## src/rtl/pc_fetch_pkg.sv

```systemverilog
// Shared types and default parameters for the fetch controller.
// Branch mode encoding matches the decode unit's branch_mode field.
package pc_fetch_pkg;

  typedef enum logic [1:0] {
    BR_LT  = 2'd0,
    BR_NE  = 2'd1,
    BR_AL  = 2'd2,
    BR_ABS = 2'd3
  } br_mode_t;

  localparam int PC_W_DEF      = 8;
  localparam int OFF_W_DEF     = 8;
  localparam int RAS_DEPTH_DEF = 4;
  localparam int RESET_PC_DEF  = 0;

endpackage

```

## src/rtl/ras_stack.sv

```systemverilog
// Circular return-address stack with a top pointer and entry count.
// A push when full wraps onto the oldest entry.
module ras_stack #(
  parameter int DEPTH = 4,
  parameter int W     = 8
) (
  input  logic                     clk,
  input  logic                     reset,
  input  logic                     push,
  input  logic                     pop,
  input  logic                     replace,
  input  logic [W-1:0]             wdata,
  output logic [W-1:0]             rdata,
  output logic [$clog2(DEPTH):0]   count,
  output logic                     full,
  output logic                     empty
);

  localparam int AW = $clog2(DEPTH);

  logic [AW-1:0] top_q, top_d;
  logic [AW:0]   cnt_q, cnt_d;
  logic [AW-1:0] waddr;
  logic [W-1:0]  mem_q [DEPTH];

  assign full  = (cnt_q == (AW+1)'(DEPTH));
  assign empty = (cnt_q == '0);
  assign count = cnt_q;
  assign rdata = mem_q[top_q];

  always_comb begin
    top_d = top_q;
    cnt_d = cnt_q;
    unique case (1'b1)
      push: begin
        top_d = top_q + AW'(1);
        if (!full) cnt_d = cnt_q + (AW+1)'(1);
      end
      pop: begin
        if (!empty) begin
          top_d = top_q - AW'(1);
          cnt_d = cnt_q - (AW+1)'(1);
        end
      end
      default: ;
    endcase
  end

  assign waddr = push ? top_d : top_q;

  always_ff @(posedge clk) begin
    if (reset) begin
      top_q <= '0;
      cnt_q <= '0;
    end else begin
      top_q <= top_d;
      cnt_q <= cnt_d;
    end
  end

  // Contents are don't-care after reset, so storage has no reset.
  always_ff @(posedge clk) begin
    if (push || replace) mem_q[waddr] <= wdata;
  end

endmodule

```

## src/rtl/pc_fetch_ctl.sv

```systemverilog
// Program counter / fetch controller with branch modes and call/return.
// Priority: reset > halt > stall > ret/call > branch > sequential.
module pc_fetch_ctl
  import pc_fetch_pkg::*;
#(
  parameter int              PC_W      = PC_W_DEF,
  parameter int              OFF_W     = OFF_W_DEF,
  parameter int              RAS_DEPTH = RAS_DEPTH_DEF,
  parameter logic [PC_W-1:0] RESET_PC  = PC_W'(RESET_PC_DEF)
) (
  input  logic                         clk,
  input  logic                         reset,
  input  logic                         halt,
  input  logic                         stall,
  input  logic                         branch_en,
  input  br_mode_t                     branch_mode,
  input  logic                         cmp_lt,
  input  logic                         cmp_ne,
  input  logic [OFF_W-1:0]             branch_off,
  input  logic [PC_W-1:0]              jump_addr,
  input  logic                         call,
  input  logic                         ret,
  output logic [PC_W-1:0]              pc,
  output logic                         taken,
  output logic [$clog2(RAS_DEPTH):0]   ras_count,
  output logic                         ras_overflow,
  output logic                         ras_underflow
);

  logic [PC_W-1:0] pc_q, pc_d;
  logic            taken_q, taken_d;
  logic            ovf_q, ovf_d;
  logic            unf_q, unf_d;

  logic            push, pop, replace;
  logic [PC_W-1:0] ras_top;
  logic            ras_full, ras_empty;

  logic [PC_W-1:0] pc_inc;
  logic [PC_W-1:0] off_ext;
  logic [PC_W-1:0] br_tgt;
  logic            br_tk;

  assign pc_inc  = pc_q + PC_W'(1);
  assign off_ext = PC_W'($signed(branch_off));

  always_comb begin
    br_tk  = 1'b0;
    br_tgt = pc_q + off_ext;
    unique case (branch_mode)
      BR_LT:  br_tk = cmp_lt;
      BR_NE:  br_tk = cmp_ne;
      BR_AL:  br_tk = 1'b1;
      BR_ABS: begin
        br_tk  = 1'b1;
        br_tgt = jump_addr;
      end
      default: ;
    endcase
  end

  always_comb begin
    pc_d    = pc_inc;
    taken_d = 1'b0;
    ovf_d   = ovf_q;
    unf_d   = unf_q;
    push    = 1'b0;
    pop     = 1'b0;
    replace = 1'b0;
    if (halt || stall) begin
      pc_d = pc_q;
    end else if (call && ret) begin
      // Tail call: swap the return address in place when one exists.
      pc_d    = jump_addr;
      taken_d = 1'b1;
      if (ras_empty) push    = 1'b1;
      else           replace = 1'b1;
    end else if (call) begin
      pc_d    = jump_addr;
      taken_d = 1'b1;
      push    = 1'b1;
      if (ras_full) ovf_d = 1'b1;
    end else if (ret) begin
      if (ras_empty) begin
        unf_d = 1'b1;
      end else begin
        pc_d    = ras_top;
        taken_d = 1'b1;
        pop     = 1'b1;
      end
    end else if (branch_en && br_tk) begin
      pc_d    = br_tgt;
      taken_d = 1'b1;
    end
  end

  always_ff @(posedge clk) begin
    if (reset) begin
      pc_q    <= RESET_PC;
      taken_q <= 1'b0;
      ovf_q   <= 1'b0;
      unf_q   <= 1'b0;
    end else begin
      pc_q    <= pc_d;
      taken_q <= taken_d;
      ovf_q   <= ovf_d;
      unf_q   <= unf_d;
    end
  end

  ras_stack #(
    .DEPTH (RAS_DEPTH),
    .W     (PC_W)
  ) u_ras (
    .clk     (clk),
    .reset   (reset),
    .push    (push),
    .pop     (pop),
    .replace (replace),
    .wdata   (pc_inc),
    .rdata   (ras_top),
    .count   (ras_count),
    .full    (ras_full),
    .empty   (ras_empty)
  );

  assign pc            = pc_q;
  assign taken         = taken_q;
  assign ras_overflow  = ovf_q;
  assign ras_underflow = unf_q;

endmodule

```

## config.mk

```make
export PLATFORM = sky130hd
export DESIGN_NAME = pc_fetch_ctl
export DESIGN_NICKNAME = d
export VERILOG_FILES = /design/src/rtl/pc_fetch_pkg.sv /design/src/rtl/ras_stack.sv /design/src/rtl/pc_fetch_ctl.sv
export SDC_FILE = /design/constraint.sdc
export NUM_CORES = 1
export LEC_CHECK = 0
export CORE_ASPECT_RATIO = 0.8
export CORE_MARGIN = 10
export CORE_UTILIZATION = 35
export CTS_BUF_LIST = sky130_fd_sc_hd__clkbuf_8 sky130_fd_sc_hd__clkbuf_16
export DETAILED_ROUTE_END_ITERATION = 10
export PLACE_DENSITY = 0.53
export SYNTH_ARGS = -nofsm -noshare
export SYNTH_HDL_FRONTEND = slang
export SYNTH_SLANG_ARGS = --single-unit
```

## constraint.sdc

```tcl
create_clock -name clk -period 2.2 [get_ports clk]
set_input_delay 0.22 -clock clk [delete_from_list [all_inputs] [get_ports clk]]
set_output_delay 0.22 -clock clk [all_outputs]
set_load 0.01 [all_outputs]
```

# Word level (Yosys, flattened, before mapping)
# Memory sizes are Yosys's and may differ from the RTL's. A register that Yosys moved wholly into a read port is not among the register bits.
# Cells that the tools add are included.
[word_totals] ff_bits=16 output_inout_bits=14 elab_cells=65 ramBits=32 in_bits=27 mem_count=1
[mem_list] memory="u_ras.mem_q" depth=4 width=8 rd=1 rd_ports_with_merged_regs=1 wr=1 line_no="ras_stack.sv:24" rtl="logic [W-1:0] mem_q [DEPTH];"
[op_classes] eq_ne=6 n_addsub=6 n_reduce_logical=12 muxes=31 n_bitwise=3
[op_table] operator="$mux 8" n=6
[op_table] operator="$mux 1" n=17
[op_table] operator="$add 8x1->8 const B" n=1
[op_table] operator="$add 8x8->8" n=1
[op_table] operator="$mux 2" n=3
[op_table] operator="$mux 3" n=2
[op_table] operator="$pmux 3 s2" n=1
[op_table] operator="$reduce_and 5->1" n=1
[op_table] operator="$eq 2x2->1 const B" n=2
[op_table] operator="$ne 2x2->1 const B" n=2
[op_table] operator="$pmux 2 s2" n=1
[op_table] operator="$reduce_and 4->1" n=1
[op_table] operator="$reduce_or 2->1" n=2
[op_table] operator="$add 3x1->3 const B" n=1
[op_table] operator="$eq 3x3->1 const B" n=1
[op_table] operator="$logic_not 3->1" n=1
[op_table] operator="$not 1->1" n=3
[op_table] operator="$pmux 1 s3" n=1
[op_table] operator="$reduce_and 3->1" n=1
[op_table] operator="$sub 3x1->3 const B" n=1
[op_table] operator="$add 2x1->2 const B" n=1
[op_table] operator="$eq 2x1->1 const B" n=1
[op_table] operator="$logic_and 1x1->1" n=2
[op_table] operator="$logic_not 2->1" n=1
[op_table] operator="3 further kinds" n=4

# Longest topological paths before layout
[logic_depth] depth_word=8 depth_mapped=9 ltp_nobuf=9

# Hierarchy
# From an unflattened synthesis, not the netlist that was laid out.
[hier_totals] hier_cells=260 hier_area_um2=2793.9
[modules_own_cells] module="ras_stack" cells_each=94 seq_area_each_um2=1061.0 area_each_um2=1567.8 n_inst=1
[modules_own_cells] module="pc_fetch_ctl" cells_each=166 seq_area_each_um2=220.2 area_each_um2=1226.2 n_inst=1

# Worst setup path before layout
# OpenSTA, ideal clock, no wires.
[synth_path] kind="register to register" start="register pc_q[2] (netlist: pc[2])" end="register pc_q[6] (netlist: pc[6])" arrival_time_ps=2053 required_ps=2142 setup_ps=58 path_slack_ps=89 stages_incl_launch_ff=8 path_cell_list="dfxtp_1 > ha_1 > nor2b_4 > o31a_1 > or4_1 > a31o_1 > a41o_1 > nand2_1"
[synth_via] elab_chain_cells=6 elab_cells_between_ends=8
[synth_lines] element="start: declaration" line_no="pc_fetch_ctl.sv:30" rtl="logic [PC_W-1:0] pc_q, pc_d;"
[synth_lines] element="start signal: assignment" line_no="pc_fetch_ctl.sv:104" rtl="pc_q <= pc_d;"
[synth_lines] element="$add 8x8->8" line_no="pc_fetch_ctl.sv:49" rtl="br_tgt = pc_q + off_ext;"
[synth_lines] element="$mux 8" line_no="pc_fetch_ctl.sv:50" rtl="unique case (branch_mode)"
[synth_lines] element="$mux 8" line_no="pc_fetch_ctl.sv:91" rtl="end else if (branch_en && br_tk) begin"
[synth_lines] element="$mux 8 (*)" line_no="pc_fetch_ctl.sv:83" rtl="end else if (ret) begin"
[synth_lines] element="$mux 8 (*)" line_no="pc_fetch_ctl.sv:78" rtl="end else if (call) begin"
[synth_lines] element="$mux 8 (*)" line_no="pc_fetch_ctl.sv:72" rtl="end else if (call && ret) begin"
# Mark *: on every way between the ends. The rest lies on a longest branch, timed or not.
# A chain may end at the register's enable or synchronous reset.

# Worst setup path in the final report
[layout_path] start="input port branch_off[0]" end="register pc_q[6] (netlist: pc[6])"
[layout_via] elab_chain_cells=6
[layout_lines] element="start: declaration" line_no="pc_fetch_ctl.sv:19" rtl="input logic [OFF_W-1:0] branch_off,"
[layout_lines] element="$add 8x8->8" line_no="pc_fetch_ctl.sv:49"
[layout_lines] element="$mux 8" line_no="pc_fetch_ctl.sv:50"
[layout_lines] element="$mux 8" line_no="pc_fetch_ctl.sv:91"
[layout_lines] element="$mux 8" line_no="pc_fetch_ctl.sv:83"
[layout_lines] element="$mux 8" line_no="pc_fetch_ctl.sv:78"
[layout_lines] element="$mux 8" line_no="pc_fetch_ctl.sv:72"
# Every way passes these cells.

==> impl_results.md <==
* Worst setup EP type: flip-flop
* Leakage at 1.29 nW
* FF-to-FF Start: pc[0]$_SDFFE_PP0N_
* Min Hold Slack at 0.484 ns
* Crit path required time at 2.45 ns
* # rows at 28
* CTS Buf Count at 5
* Clock Tree Buf Depth at 2
* Vias per cell at 5.21
* Vias in the first global route at 2,292
* WP data arrival at 2.36 ns
* Clock tree sinks at 48
* Ports at 41
* Class of the worst hold path: reg2reg
* Outcome: finished, final reports clean
* Hold Path Stages at 2
* CP peak stage delay at 0.41 ns
* Ys flop type: edfxtp_1
* Max cap viols at 0
* Detailed Route WL at 7730 µm
* Initial Utilization at 36.4%
* Critical Path Source Type: input port
* Synth cell types at 48
* Routing usage on met3 at 3.48%
* Worst hold start: ras_overflow$_SDFFE_PP0P_
* Busiest grt layer: met2
* Die H at 98.8 µm
* Peak Freq at 473 MHz
* FF+latch count, synth at 48
* DP Worst Slack at -0.274 ns
* Layout Utilization at 48.5%
* Fin. Hold Viols at 0
* Ys async rst share at 0%
* GP Congestion at 0.854
* RSZ-0062 raised after global routing: no
* Largest delay share family, worst path: compound AO/OA/AOI/OAI gates
* Grt total ovfl at 0
* H-tree Lvls at 2
* GR Util met2 at 19.5%
* Commonest non-fill, non-tap cell in the layout: buf_4
* Number of flops mapped to enable cells by yosys at 32
* Crit path time final at 2.12 ns
* Seq/Total Area, Yosys at 47.1%
* Clock Skews at 0.00629 ns
* First-pass GRT wire length at 12,400 µm
* Slowest stage cell, crit path: clkdlybuf4s50_1
* TritonCTS clock tree: yes
* Inserted Diodes at 0
* Clk Latency, worst-skew pair at 0.30 ns
* Mean Syn Cell Area at 10.5 µm²
* Worst slew pin tran at 0.626 ns
* Part of the cycle the worst path needs at 96.2%
* Synth Instances at 259
* Share of layout cells above drive strength 1 at 20.4%
* Setup Crit Path Kind: in2reg
* CP Cell Sequence: clkdlybuf4s50_1 -> ha_2 -> inv_2 -> fa_2 -> nor2b_4 -> o31a_1 -> or4_1 -> a31o_1 -> a41o_1 -> nand2_1
* Residual DRC at 0
* Antenna violation net count after detailed routing at 0
* Crit Path Max Fanout at 3
* Peak VDD IR at 305 µV
* Core Box Area at 7460 µm²
* Drt pass-1 iters at 4
* PD cells at 545 nW/µm²
* Relative slew margins at 58.2%
* Largest net degree at the start of global routing at 17
* Setup ws final at 0.0837 ns
* Setup violations, final at 0
* Clk root buf: clkbuf_8
* Area Overhead vs Synth at 33.2%
* Reg2reg setup slack at 0.11 ns
* Hold Crit Endpoint: ras_overflow$_SDFFE_PP0P_
* Max-slew violation count at 0
* Commonest cells after routing, fill and taps aside: 44 x buf_4, 40 x clkdlybuf4s50_1, 32 x edfxtp_1
* Worst Reg2Reg Path Length in Cells at 9
* WL/cell at 17.5 µm
* Post-layout nets at 374
* Die Area at 11,700 µm²
* Chip Width at 119 µm
* Hpwl dp at 6050 µm
* Clk slew on worst S/H paths at 0.09 ns
* Initial antenna violation count at 0
* Worst R2R End: pc[6]$_SDFFE_PP0N_
* GRT met1 Usage at 18.8%
* Vias at 2,306
* # port buffers at 40
* CP bufs+invs at 2
* Synth Warn # at 0
* Post-synthesis net count at 296
* Initial DRC Count at 172
* Total track usage at 13.2%
* Mapped Area at 2720 µm²
-- metal layers --
| layer | routed length [µm] | vias up |
|---|---|---|
| met1 | 3740 | 1119 |
| met3 | 511 | 4 |
| met5 | 0 | - |
| met2 | 3430 | 57 |
| li1 | - | 1126 |
| met4 | 51 | 0 |
-- stage by stage --
step                      instance area (µm²)  setup TNS, ns  cells  total power (W)
after floorplan                          2720              0    259          0.00126
after global placement                   3530         -0.341    435          0.00146
after detailed placement                 3530         -0.374    435          0.00147
after CTS                                3610              0    443          0.00199
after global routing                     3620              0    443          0.00208
final                                    3620              0    443          0.00197
-- sequential cells by signal, indices dropped and copies added (netlist names) --
name,cells
ras_underflow,1
taken,1
u_ras.count,3
u_ras.mem_q,32
pc,8
ras_overflow,1
u_ras.top_q,2
-- cell usage after synthesis (2+ instances only) --
| library cell | n | area share (%) |
|---|---|---|
| or3_1 | 8 | 1.8 |
| a211oi_1 | 4 | 1.1 |
| fa_1 | 2 | 1.5 |
| a31oi_1 | 4 | 0.92 |
| clkbuf_1 | 10 | 1.4 |
| o21ai_0 | 12 | 2.2 |
| or2_1 | 2 | 0.46 |
| nor3b_1 | 2 | 0.55 |
| nand3_1 | 17 | 3.1 |
| o31a_1 | 2 | 0.64 |
| xnor2_1 | 7 | 2.3 |
| buf_2 | 3 | 0.55 |
| a221oi_1 | 4 | 1.3 |
| o211ai_1 | 4 | 1.1 |
| o21a_1 | 3 | 0.83 |
| mux4_2 | 8 | 6.6 |
| nor3_1 | 4 | 0.74 |
| ha_1 | 8 | 3.7 |
| nand2_1 | 20 | 2.8 |
| inv_1 | 9 | 1.2 |
| a21oi_1 | 15 | 2.8 |
| a21o_1 | 2 | 0.55 |
| dfxtp_1 | 16 | 12 |
| nand4_1 | 2 | 0.46 |
| nor2_1 | 24 | 3.3 |
| nand2b_1 | 2 | 0.46 |
| mux2_2 | 3 | 1.2 |
| o21ai_1 | 4 | 0.74 |
| a311oi_1 | 2 | 0.64 |
| xor2_1 | 7 | 2.3 |
| edfxtp_1 | 32 | 35 |
-- worst reg2reg max path: stages (launching register included) --
cell and delay (ns):
dfxtp_1 0.33, ha_2 0.18, inv_2 0.06, fa_2 0.23, nor2b_4 0.05, o31a_1 0.33
or4_1 0.41, a31o_1 0.22, a41o_1 0.20, nand2_1 0.06
-- cell families after synthesis --
kind of cell             count (synthesis)  share of synthesized area [%]
AO/OA/AOI/OAI                           64                           15.6
adder cells (fa/ha/maj)                 10                           5.16
flip-flops                              48                           47.1
AND/OR/NAND/NOR                         88                           16.0
buffers and inverters                   23                           3.31
XOR/XNOR                                14                           4.51
multiplexers                            12                           8.24
-- area by class of cell --
type                    count  area [µm²]
multi-input cells         188        1350
fillers                   721        3840
clock buffers               5        68.8
well taps                 105         131
repair buffers             84         731
clock inverters             3        18.8
inverters                  10        37.5
flip-flops and latches     48        1280
-- power breakdown --
group / switching (W) / internal (W)
registers: 0.0000231 / 0.000987
clock network: 0.000307 / 0.000220
logic: 0.000213 / 0.000223
-- how the worst max path moves through the flow --
stage                        from                 end  slack [ns]  cells after the start
2_1_floorplan  pc[2]$_SDFFE_PP0N_  pc[6]$_SDFFE_PP0N_        0.09                      7
3_3_place_gp        branch_off[0]  pc[6]$_SDFFE_PP0N_       -0.24                     10
3_5_place_dp        branch_off[0]  pc[6]$_SDFFE_PP0N_       -0.27                     10
4_1_cts             branch_off[0]  pc[6]$_SDFFE_PP0N_        0.04                     10
5_1_grt             branch_off[0]  pc[6]$_SDFFE_PP0N_        0.02                     10
6_report            branch_off[0]  pc[6]$_SDFFE_PP0N_        0.08                     10
-- timing repair --
action | 4_1_cts | 5_1_grt
setup buffers | 0 | 0
gates resized for setup | 0 | 3
endpoints found under the setup margin | 0 | 1
hold buffers | 0 | 0
Note: power is estimated with default switching activity, not from simulation.
